**src/rtl/ldst_ctrl_pkg.sv**
```systemverilog
// ldst_pkg: shared opcodes, FSM state encoding and default parameters for ldst_ctrl
package ldst_pkg;
  localparam int IW_D = 16;
  localparam int FW_D = 6;
  localparam int NUM_REGS_D = 4;
  localparam int TIMEOUT_D = 15;
  localparam logic [3:0] OP_LOAD = 4'b0010;
  localparam logic [3:0] OP_STORE = 4'b0011;
  typedef enum logic [3:0] {
    S_IDLE, S_CHK, S_ADDR, S_MAR, S_ST_DRV, S_ST_WR, S_ST_WAIT,
    S_LD_WAIT, S_LD_CAP, S_LD_DRV, S_LD_WB, S_DONE, S_ERR
  } state_t;
endpackage

```
**src/rtl/ldst_ctrl_if.sv**
```systemverilog
// ldst_ctrl_if: request/memory handshake and datapath strobe bundle of the load/store sequencer
//   master: drives start, instr, mfc; observes busy/done/err and all strobes
//   slave : the sequencer side
interface ldst_ctrl_if import ldst_pkg::*; #(
  parameter int IW = IW_D,
  parameter int NUM_REGS = NUM_REGS_D
);
  logic start;
  logic [IW-1:0] instr;
  logic mfc;
  logic busy;
  logic done;
  logic err;
  logic mem_en;
  logic rw;
  logic mar_in;
  logic mdr_wr_en;
  logic mdr_rd_en;
  logic mdr_out;
  logic pc_inc;
  logic [NUM_REGS-1:0] rx_out;
  logic [NUM_REGS-1:0] rx_in;
  modport master (
    output start, instr, mfc,
    input busy, done, err, mem_en, rw, mar_in, mdr_wr_en, mdr_rd_en, mdr_out, pc_inc, rx_out, rx_in
  );
  modport slave (
    input start, instr, mfc,
    output busy, done, err, mem_en, rw, mar_in, mdr_wr_en, mdr_rd_en, mdr_out, pc_inc, rx_out, rx_in
  );
endinterface

```
**src/rtl/ldst_ctrl_reg_sel_dec.sv**
```systemverilog
// reg_sel_dec: register index to one-hot select (index 0 drives the MSB) plus in-range flag
//   i_idx   : register field
//   o_sel   : one-hot select, all zero when out of range
//   o_valid : index < NUM_REGS
module reg_sel_dec import ldst_pkg::*; #(
  parameter int NUM_REGS = NUM_REGS_D,
  parameter int FW = FW_D
) (
  input  logic [FW-1:0]       i_idx,
  output logic [NUM_REGS-1:0] o_sel,
  output logic                o_valid
);
  assign o_valid = 32'(i_idx) < 32'(NUM_REGS);
  always_comb begin
    o_sel = '0;
    for (int i = 0; i < NUM_REGS; i++) o_sel[NUM_REGS-1-i] = (32'(i_idx) == i);
  end
endmodule

```
**src/rtl/ldst_ctrl.sv**
```systemverilog
// ldst_ctrl: Moore load/store sequencer driving register-file, MAR/MDR and memory strobes
//   clk, rst : clock, asynchronous active-high reset
//   bus      : ldst_ctrl_if slave (start/instr/mfc in; busy/done/err and strobes out)
module ldst_ctrl import ldst_pkg::*; #(
  parameter int IW = IW_D,
  parameter int FW = FW_D,
  parameter int NUM_REGS = NUM_REGS_D,
  parameter int TIMEOUT = TIMEOUT_D
) (
  input logic clk,
  input logic rst,
  ldst_ctrl_if.slave bus
);
  localparam int CW = (TIMEOUT < 2) ? 1 : $clog2(TIMEOUT + 1);
  state_t r_state, w_next;
  logic [IW-1:0] r_instr;
  logic [CW-1:0] r_cnt;
  logic [3:0] w_op;
  logic [NUM_REGS-1:0] w_sel1, w_sel2;
  logic w_v1, w_v2, w_legal, w_wait, w_tmo;
  assign w_op = r_instr[IW-1 -: 4];
  reg_sel_dec #(.NUM_REGS(NUM_REGS), .FW(FW)) u_dec1 (.i_idx(r_instr[IW-5 -: FW]), .o_sel(w_sel1), .o_valid(w_v1));
  reg_sel_dec #(.NUM_REGS(NUM_REGS), .FW(FW)) u_dec2 (.i_idx(r_instr[FW-1:0]), .o_sel(w_sel2), .o_valid(w_v2));
  assign w_legal = (w_op == OP_LOAD || w_op == OP_STORE) && w_v1 && w_v2;
  assign w_wait = (r_state == S_ST_WAIT) || (r_state == S_LD_WAIT);
  assign w_tmo = (TIMEOUT != 0) && (r_cnt == CW'(TIMEOUT - 1));
  always_ff @(posedge clk or posedge rst) begin
    if (rst) begin
      r_state <= S_IDLE;
      r_instr <= '0;
      r_cnt <= '0;
    end else begin
      r_state <= w_next;
      if (r_state == S_IDLE && bus.start) r_instr <= bus.instr;
      // counter only runs while staying in a wait state, so it is zero on every entry
      r_cnt <= (w_wait && w_next == r_state) ? r_cnt + 1'b1 : '0;
    end
  end
  always_comb begin
    w_next = r_state;
    case (r_state)
      S_IDLE:    w_next = bus.start ? S_CHK : S_IDLE;
      S_CHK:     w_next = w_legal ? S_ADDR : S_ERR;
      S_ADDR:    w_next = S_MAR;
      S_MAR:     w_next = (w_op == OP_STORE) ? S_ST_DRV : S_LD_WAIT;
      S_ST_DRV:  w_next = S_ST_WR;
      S_ST_WR:   w_next = S_ST_WAIT;
      S_ST_WAIT: w_next = bus.mfc ? S_DONE : w_tmo ? S_ERR : S_ST_WAIT;
      S_LD_WAIT: w_next = bus.mfc ? S_LD_CAP : w_tmo ? S_ERR : S_LD_WAIT;
      S_LD_CAP:  w_next = S_LD_DRV;
      S_LD_DRV:  w_next = S_LD_WB;
      S_LD_WB:   w_next = S_DONE;
      default:   w_next = S_IDLE;
    endcase
  end
  assign bus.busy = r_state != S_IDLE;
  assign bus.done = r_state == S_DONE;
  assign bus.err = r_state == S_ERR;
  assign bus.mem_en = w_wait || r_state == S_LD_CAP;
  assign bus.rw = r_state inside {S_LD_WAIT, S_LD_CAP, S_LD_DRV, S_LD_WB};
  assign bus.mar_in = r_state == S_MAR;
  assign bus.mdr_wr_en = r_state == S_ST_WR;
  assign bus.mdr_rd_en = r_state == S_LD_CAP;
  assign bus.mdr_out = r_state == S_LD_DRV || r_state == S_LD_WB;
  assign bus.pc_inc = r_state == S_ADDR;
  assign bus.rx_out = (r_state == S_ADDR || r_state == S_MAR) ? w_sel2 :
                      (r_state == S_ST_DRV || r_state == S_ST_WR) ? w_sel1 : '0;
  assign bus.rx_in = (r_state == S_LD_WB) ? w_sel1 : '0;
endmodule
```
**src/flat_wrapper.sv**
```systemverilog
// flat-port wrapper written by rule: the top's interface ports become plain ports
module ldst_ctrl_flat import ldst_pkg::*;
#(
  parameter int IW = IW_D,
  parameter int FW = FW_D,
  parameter int NUM_REGS = NUM_REGS_D,
  parameter int TIMEOUT = TIMEOUT_D
)
  (clk, rst, bus_start, bus_instr, bus_mfc, bus_busy, bus_done, bus_err, bus_mem_en, bus_rw, bus_mar_in, bus_mdr_wr_en, bus_mdr_rd_en, bus_mdr_out, bus_pc_inc, bus_rx_out, bus_rx_in);
  ldst_ctrl_if #(.IW(IW), .NUM_REGS(NUM_REGS)) bus_i ();
  input logic clk;
  input logic rst;
  input wire logic [$bits(bus_i.start)-1:0] bus_start;
  input wire logic [$bits(bus_i.instr)-1:0] bus_instr;
  input wire logic [$bits(bus_i.mfc)-1:0] bus_mfc;
  output wire logic [$bits(bus_i.busy)-1:0] bus_busy;
  output wire logic [$bits(bus_i.done)-1:0] bus_done;
  output wire logic [$bits(bus_i.err)-1:0] bus_err;
  output wire logic [$bits(bus_i.mem_en)-1:0] bus_mem_en;
  output wire logic [$bits(bus_i.rw)-1:0] bus_rw;
  output wire logic [$bits(bus_i.mar_in)-1:0] bus_mar_in;
  output wire logic [$bits(bus_i.mdr_wr_en)-1:0] bus_mdr_wr_en;
  output wire logic [$bits(bus_i.mdr_rd_en)-1:0] bus_mdr_rd_en;
  output wire logic [$bits(bus_i.mdr_out)-1:0] bus_mdr_out;
  output wire logic [$bits(bus_i.pc_inc)-1:0] bus_pc_inc;
  output wire logic [$bits(bus_i.rx_out)-1:0] bus_rx_out;
  output wire logic [$bits(bus_i.rx_in)-1:0] bus_rx_in;
  assign bus_i.start = bus_start;
  assign bus_i.instr = bus_instr;
  assign bus_i.mfc = bus_mfc;
  assign bus_busy = bus_i.busy;
  assign bus_done = bus_i.done;
  assign bus_err = bus_i.err;
  assign bus_mem_en = bus_i.mem_en;
  assign bus_rw = bus_i.rw;
  assign bus_mar_in = bus_i.mar_in;
  assign bus_mdr_wr_en = bus_i.mdr_wr_en;
  assign bus_mdr_rd_en = bus_i.mdr_rd_en;
  assign bus_mdr_out = bus_i.mdr_out;
  assign bus_pc_inc = bus_i.pc_inc;
  assign bus_rx_out = bus_i.rx_out;
  assign bus_rx_in = bus_i.rx_in;
  ldst_ctrl #(.IW(IW), .FW(FW), .NUM_REGS(NUM_REGS), .TIMEOUT(TIMEOUT)) u_core (.clk(clk), .rst(rst), .bus(bus_i));
endmodule
```
**config.mk**
```make
export PLATFORM = sky130hd
export DESIGN_NAME = ldst_ctrl_flat
export DESIGN_NICKNAME = d
export VERILOG_FILES = /design/src/rtl/ldst_ctrl_pkg.sv /design/src/rtl/ldst_ctrl_if.sv /design/src/rtl/ldst_ctrl_reg_sel_dec.sv /design/src/rtl/ldst_ctrl.sv /design/src/flat_wrapper.sv
export SDC_FILE = /design/constraint.sdc
export NUM_CORES = 1
export LEC_CHECK = 0
export CORE_MARGIN = 4
export CORE_UTILIZATION = 23
export DETAILED_ROUTE_END_ITERATION = 6
export GPL_TIMING_DRIVEN = 0
export HOLD_SLACK_MARGIN = 0.12
export PLACE_DENSITY_LB_ADDON = 0.05
export SETUP_SLACK_MARGIN = 0.3
export SYNTH_ARGS = -nofsm -noshare
export SYNTH_HDL_FRONTEND = slang
export SYNTH_HIERARCHICAL = 1
export SYNTH_SLANG_ARGS = --single-unit
```
**constraint.sdc**
```tcl
create_clock -name clk -period 4.6 [get_ports clk]
set_input_delay 0.92 -clock clk [delete_from_list [all_inputs] [get_ports clk]]
set_output_delay 0.92 -clock clk [all_outputs]
set_load 0.02 [all_outputs]
```
Word level (Yosys, flattened, before mapping)
Cells that the tools add are included.

Bits in registers: 24. Output and inout port bits: 18.

Add/sub/neg operators: 1. Order comparisons: 2. Eq/ne operators: 22. Mux-type cells: 12. Reductions and logical operators: 15.

Operators by type and width (count): $pmux 4 s11 (1); $mux 4 (9); $eq 4x4->1 const B (6); $eq 6x2->1 const B (4); $eq 4x2->1 const B (4); $eq 4x3->1 const B (4); $eq 6x1->1 const B (2); $logic_not 6->1 (2); $lt 6x3->1 const B (2); $reduce_bool 4->1 (2); $logic_or 1x1->1 (6); $add 4x1->4 const B (1); $eq 4x1->1 const B (1); $eq 4x4->1 (1); $logic_and 1x1->1 (4); $logic_not 4->1 (1); $mux 2 (1); $mux 1 (1).

Longest topological paths before layout
Depth in word-level cells: 9. Mapped depth: 6. Depth with buffers taken out: 6.

Modules after synthesis
The synthesis kept the hierarchy.

Modules (own cells, without submodules): ldst_ctrl (instances 1, cells each 119, area each 1286.2 µm², seq. area each 600.6 µm²); reg_sel_dec (instances 2, cells each 6, area each 46.3 µm², seq. area each 0.0 µm²).

Worst setup path before layout
Ideal clock, no wire load.

Path kind: register -> output. From: reg u_core.r_instr[9]. To: out bus_rx_out[1]. Data arrival time: 1.512 ns. Data required time: 3.680 ns. Slack: 2.168 ns. Stages on the path, launching flop included: 5. Cell sequence: dfrtp_1 -> or4_4 -> nor3b_1 -> a22oi_1 -> nor2_1.

Word-level cells in the longest chain between the ends: 3.

Ends and longest elaborated chain: from (decl) (RTL line ldst_ctrl.sv:16) `logic [IW-1:0] r_instr;`; from (signal assigned) (RTL line ldst_ctrl.sv:34) `if (r_state == S_IDLE && bus.start) r_instr <= bus.instr;`; $eq 6x2->1 (RTL line ldst_ctrl_reg_sel_dec.sv:16) `for (int i = 0; i < NUM_REGS; i++) o_sel[NUM_REGS-1-i] = (32'(i_idx) == i);`; named net u_core.w_sel1[1] (RTL line ldst_ctrl.sv:19) `logic [NUM_REGS-1:0] w_sel1, w_sel2;`; $mux 4 (RTL line ldst_ctrl.sv:67) `(r_state == S_ST_DRV || r_state == S_ST_WR) ? w_sel1 : '0;`; $mux 4 (RTL line ldst_ctrl.sv:66) `assign bus.rx_out = (r_state == S_ADDR || r_state == S_MAR) ? w_sel2 :`; to (decl) (RTL line flat_wrapper.sv:26) `output wire logic [$bits(bus_i.rx_out)-1:0] bus_rx_out;`.

The timed path passes the listed nets, and every way through them passes these cells.

Worst setup path after layout
Ends and elaborated chain as after synthesis.

==> results.toml <==
[status]
outcome = "completed"

[worst_setup_path]
timing.critical_path.arrival_ns = 2.37
worst_setup_path_start_kind = "register"
cp_data_required_time_ns = 3.68
worst_setup_path_end_kind = "output port"
ff2ff_path_depth = 6
path_class = "register to output port"
timing.rr.end = "u_core/r_state[2]"
worst-r2r-setup-slack_ns = 2.82
timing.critical_path.fanout_max = 4
r2r_start = "u_core/r_instr[9]"
timing.critical_path.from = "u_core/r_instr[9]"

[synth]
ys_top_cells_by_area = "dfrtp_1, mux2_4, mux2_2"
yosysUniqueCellTypes = 37
yosys.area.top_type_share = 0.4356
post_synth_inst_count = 131
synth-warning-count = 6
netlist_area_sq_um = 1379
ys_seq_area_frac = 0.4356
post-synth-top-area-cell = "dfrtp_1"
asyncSetResetFlopFracSynth = 1.000
synth_ff_type = "dfrtp_1"
ys_seq_elements = 24
synth_fp_nets = 153
number_of_flops_mapped_to_enable_cells_by_yosys = 0
postSynthAreaPerCell_sq_um = 10.53

[floorplanning]
die_h_um = 85.43
initial_utilization = 0.2429
rows = 27
core_outline_area_sq_um = 5675
die_area_sq_um = 7297
die_w_um = 85.43
num_io_pins = 38

[global_routing]
wire_length_of_the_first_global_routing_pass_mm = 5.409
via_count_of_the_first_global_routing_pass = 1061
globalRoute.totalOverflow = 0
largest_net_degree_at_the_start_of_global_routing = 25
global_route.usage.total = 0.09264
antenna_found_initial = 0

[place]
hpwl_detailed_mm = 2.585
count_of_port_buffers_added_during_placement = 37
place.gp.congestion = 0.8047
placed_cells_incl_taps = 240
placedInstanceArea_sq_um = 1839
preCtsSetupSlack_ns = 1.611

[timing]
hold_violations = 0
fin_crit_ns = 3.288
max_freq_mhz = 304.1
tns_setup_ns = 0
post-route-period-util = 0.7148
slew_headroom = 0.3740
setup_repair_after_global_routing_missed_its_margin = "false"
setup_violations = 0
fin_ws_ns = 1.312
timing.final.max_slew_violations = 0
worst_clock_skew_ns = 0.002989
worst_slew_pin_slew_ns = 0.9379

[drt]
detailedRoute.firstPassIterationCount = 4
drt_first_iter_violations = 24
detailroute.via_count = 1055
viasPerCell = 4.324
drc_markers = 0
routed_wire_length_per_instance_um = 13.54
detail_route.wirelength_mm = 3.304
drtAntennaViolNets = 0

[clock_network]
post_cts_hold_buffer_count = 0
cts-buffers-inserted = 3
cts-htree-levels = 1
cts_repair_resize_count = 0
cts.sinks = 24
cts_max_path_buffers = 2
cts_post_setup_buffers_inserted = 0
clock_latency_ns = 0.26
tritoncts = "done"
worst_setup_hold_path_clk_slew_ns = 0.09
clock_tree.root_cell = "clkbuf_8"

[finish]
flow.area_growth_from_synthesis_pct = 38.57
final_net_count = 195
finalInstanceArea_sq_um = 1911
finalCoreUtilization = 0.3366
diodes = 0
share_of_cells_above_drive_strength_1 = 0.1802
non_filler_instance_count_after_layout = 244
filler_cell_count = 587

[power_and_ir_drop]
p_per_area_nw_per_um2 = 569.4
vdd_drop_max_uv = 167.0
cellLeakagePower_nw = 0.8115

[run]
drv_cap = 0

[hold_path]
whs_path_cells = 1
worst_hold_startpoint = "u_core/r_cnt[0]"
hold_end = "u_core/r_cnt[0]"
holdCritPathClass = "register to register"
[per-layer routing]
metal | wire, um | vias to the layer above | global-route usage
li1 | - | 537 | -
met5 | 0 | - | 0
met4 | 22 | 0 | 0.03453
met2 | 1444 | 31 | 0.1314
met1 | 1624 | 485 | 0.1345
met3 | 213 | 2 | 0.02233
[power by group]
part	internal (mW)	switching [mW]	leakage (nW)
Clock	0.116	0.0681	0.0357
Sequential	0.302	0.0702	0.296
Combinational	0.271	0.260	0.480
[worst max-delay path, stage by stage (launching register included)]
cell and delay [ns]:
dfrtp_1 0.39, or4_4 0.58, nor3b_1 0.30, a22oi_1 0.11, nor2_1 0.11, clkdlybuf4s50_1 0.61
[placed cells by master (no fill, tap or decap), drive strengths merged]
cell | Yosys | final
a2111o | 1 | 1
a211oi | 1 | 1
a21oi | 3 | 3
a22oi | 4 | 4
a311oi | 1 | 1
a31oi | 1 | 1
and2 | 4 | 4
and3 | 3 | 3
buf | 3 | 3
bufinv | 0 | 1
clkbuf | 3 | 6
clkdlybuf4s50 | 0 | 37
dfrtp | 24 | 24
ha | 2 | 2
inv | 6 | 6
mux2 | 16 | 16
mux2i | 1 | 1
nand2 | 10 | 10
nand2b | 4 | 4
nand3 | 2 | 2
nor2 | 15 | 15
nor2b | 3 | 3
nor3 | 7 | 7
nor3b | 4 | 4
nor4 | 2 | 2
o21a | 1 | 1
o21ai | 3 | 3
o22ai | 1 | 1
or3 | 1 | 1
or3b | 1 | 1
or4 | 2 | 2
xnor2 | 1 | 1
xor2 | 1 | 1
[synth_stat cells (3+ instances only)]
master     n
and3_1     3
mux2_2     6
o21ai_0    3
nand2b_1   4
mux2_4    10
nor2_1    15
a21oi_1    3
nor3_1     7
and2_1     4
a22oi_1    4
inv_1      4
nand2_1    9
nor2b_1    3
clkbuf_1   3
dfrtp_1   24
[stage by stage]
stage / total power [mW] / hold WS [ns]
2_1_floorplan: 0.7481 / 0.4544
3_3_place_gp: 0.9037 / 0.4719
3_5_place_dp: 0.9165 / 0.4850
4_1_cts: 1.106 / 0.4969
5_1_grt: 1.173 / 0.5272
6_report: 1.088 / 0.4920
[registers in the layout, indices dropped and copies added (netlist names)]
name            count
u_core/r_instr     16
u_core/r_state      4
u_core/r_cnt        4
[cell families after synthesis]
family | after synthesis | share of synthesized area
and+or+nand+nor | 58 | 0.2459
DFF | 24 | 0.4356
muxes | 17 | 0.1651
AOI/OAI and AO/OA | 16 | 0.07804
buffers and inverters | 12 | 0.04446
xor gates and xnor gates | 2 | 0.01271
adders and majority gates | 2 | 0.01815
[how the worst max path moves through the flow]
stage | to | slack (ns) | cells after the start
5_1_grt | bus_rx_out[1] | 1.16 | 5
3_3_place_gp | bus_rx_out[1] | 1.61 | 5
6_report | bus_rx_out[1] | 1.31 | 5
3_5_place_dp | bus_rx_out[1] | 1.61 | 5
2_1_floorplan | bus_rx_out[1] | 2.17 | 4
4_1_cts | bus_rx_out[1] | 1.28 | 5
[layout make-up]
| cell class | instances | area (sq um) | share of cell area |
|---|---|---|---|
| Sequential cell | 24 | 600.6 | 0.3143 |
| Clock inverter | 1 | 30.03 | 0.01572 |
| Buffer | 6 | 38.79 | 0.02030 |
| Timing Repair Buffer | 37 | 370.4 | 0.1938 |
| Inverter | 6 | 22.52 | 0.01179 |
| Clock buffer | 3 | 41.29 | 0.02161 |
| Tap cell | 72 | 90.09 | 0.04715 |
| Multi-Input combinational cell | 95 | 716.9 | 0.3752 |
Power figures use the tool's default switching activity.
==> RTL change (same settings) <==
Put a register stage on the output `bus.err`. The value now appears one clock later.
--- a/src/rtl/ldst_ctrl.sv
+++ b/src/rtl/ldst_ctrl.sv
@@ -56,5 +56,7 @@
   assign bus.busy = r_state != S_IDLE;
   assign bus.done = r_state == S_DONE;
-  assign bus.err = r_state == S_ERR;
+  always_ff @(posedge clk) begin
+    bus.err <= r_state == S_ERR;
+  end
   assign bus.mem_en = w_wait || r_state == S_LD_CAP;
   assign bus.rw = r_state inside {S_LD_WAIT, S_LD_CAP, S_LD_DRV, S_LD_WB};
Function: changed (Yosys sat finds a counterexample within 4 cycles, from zero or initial values and one cycle with rst high).
==> RTL change against the original RTL <==
Worst setup slack worse by 0.028 ns; routed wire length rose by 1.8%; cell area fell by 0.13%; sequential share of layout area is 1.1 points higher; synthesized area grew 1.5%; worst hold slack better by 0.0078 ns; sequential cell count increased by 1; largest power group unchanged; critical path depth unchanged; total power is 3.4% lower; clock power down 26%; register-to-register slack lost 0.02 ns; clock skew hardly changed.
==> RTL change: results (changes against the original RTL) <==
status finished, final reports clean; clock network latency to the later pin of the worst-skew pair between 0.2 and 0.3 ns; post-CTS sizing 0 (unchanged); Netlist cell types 38 (+2.7%); CTS max path bufs 2 (unchanged); global placement routability congestion 0.7103 (-12%); asr flop ratio synth 0.9600 (-0.04000); vias 1,089 (+3.2%); Largest regs u_core/r_instr x16, u_core/r_cnt x4, u_core/r_state x4; DRT Wirelength 3362 um (+1.8%); clk_skew 0.003183 ns (+0.0001943 ns); maximum vdd drop 0.0001759 V (+5.3%); diodes inserted 0 (unchanged); Synth top cells by count dfrtp_1, nor2_1, mux2_4; share of the synthesized area in the top cell type 0.4293 (-0.006234); Post-CTS Setup Bufs 0 (unchanged); worst-path fanout max 4 (unchanged); DRT iter0 DRCs 89 (+270%); Arr. time, crit path 2.40 ns (+0.03 ns); sequential share of the synthesized area 0.4436 (+0.008078); port bufs 37 (unchanged); GRT met2 Usage 0.1472 (+0.01581); dpl hpwl 2626 um (+1.6%); Synth area leaders dfrtp_1, mux2_4, mux2_2; largest net degree at the start of global routing 25 (unchanged); slowest cell delay on critical path 0.62 ns; Num CTS Buffers 3 (unchanged); LEAKAGE 0.8067 nW (-0.60%); Root Buffer Master clkbuf_8; global-route wire length before repair 5740 um (+6.1%); Overall Global Routing Usage 0.09621 (+0.003567); H-tree levels 1 (unchanged); fin nets 196 (+0.51%); worst slew pin tran 0.9526 ns (+0.01464 ns); final std cells w/o fill 248 (+1.6%); HP Class reg2reg; CP max stage cell clkdlybuf4s50_1; number of global-route vias before repair 1,183 (+11%); Worst-path clk slew 0.09 ns (about the same); global-route met3 utilization 0.02690 (+0.004567); synth warn 6 (unchanged); Avg Inst Size Synth 10.60 um^2 (+0.68%); initial antenna violation count 0 (unchanged); Post-synth EDFFs 0 (unchanged); Syn Nets 154 (+0.65%); drt pass-1 iters 4 (unchanged); layout cells sized above 1 0.1734 (-0.006822); grt met1 use 0.1309 (-0.003600); dpl cells 244 (+1.7%)
[RTL change: final cells by class]
| type | count | area, um^2 |
|---|---|---|
| inverters | 6 | 22.52 |
| well taps | 75 | 93.84 |
| repair buffers | 37 | 370.4 |
| flip-flops and latches | 25 | 620.6 |
| clock buffers | 4 | 45.04 |
| multi-input cells | 95 | 716.9 |
| plain buffers | 6 | 38.79 |
| fillers | 617 | 4013 |
[RTL change: kinds of logic after synthesis]
| kind of cell | count (synthesis) | share of synthesized area |
|---|---|---|
| and+or+nand+nor | 58 | 0.2424 |
| DFF | 25 | 0.4437 |
| muxes | 17 | 0.1628 |
| AOI/OAI and AO/OA | 16 | 0.07693 |
| buffers and inverters | 12 | 0.04382 |
| xor gates and xnor gates | 2 | 0.01252 |
| adders and majority gates | 2 | 0.01789 |
[RTL change: layer usage]
layer / wire, um / part of all wire
met5: 0 / 0
met2: 1440 / 0.43
met3: 243 / 0.072
met1: 1653 / 0.49
met4: 24 / 0.0071
[RTL change: critical path: cells and delay by family (launching register included)]
| kind | cells | cell delay [ns] |
|---|---|---|
| flip-flops | 1 | 0.39 |
| buffers and inverters | 1 | 0.62 |
| AND/OR/NAND/NOR | 3 | 0.99 |
| AO/OA/AOI/OAI | 1 | 0.12 |
[RTL change: worst paths after layout]
check | slack (ns) | from | cells after the start | end
max | 1.28 | u_core/r_instr[9] | 5 | bus_rx_out[1]
min | 0.50 | u_core/r_cnt[0] | 1 | u_core/r_cnt[0]
max reg2reg | 2.80 | u_core/r_instr[9] | 6 | u_core/r_state[2]
min reg2reg | 0.50 | u_core/r_cnt[0] | 1 | u_core/r_cnt[0]
max in group asynchronous | 2.86 | rst | 2 | u_core/r_instr[1]
min in group asynchronous | 1.15 | rst | 2 | u_core/r_cnt[1]
[RTL change: where the power goes]
group,internal (mW),switching (mW)
Sequential,0.313,0.0714
Clock,0.0620,0.0735
Combinational,0.271,0.260
[RTL change: stage by stage]
step	hold WS [ns]	area [um^2]	setup WS [ns]	util
2_1_floorplan	0.4544	1399	2.168	-
3_3_place_gp	0.4722	1863	1.615	0.3147
3_5_place_dp	0.4853	1863	1.620	0.3147
4_1_cts	0.4993	1908	1.299	0.3223
5_1_grt	0.5283	1908	1.105	0.3223
6_report	0.4999	1908	1.283	0.3223
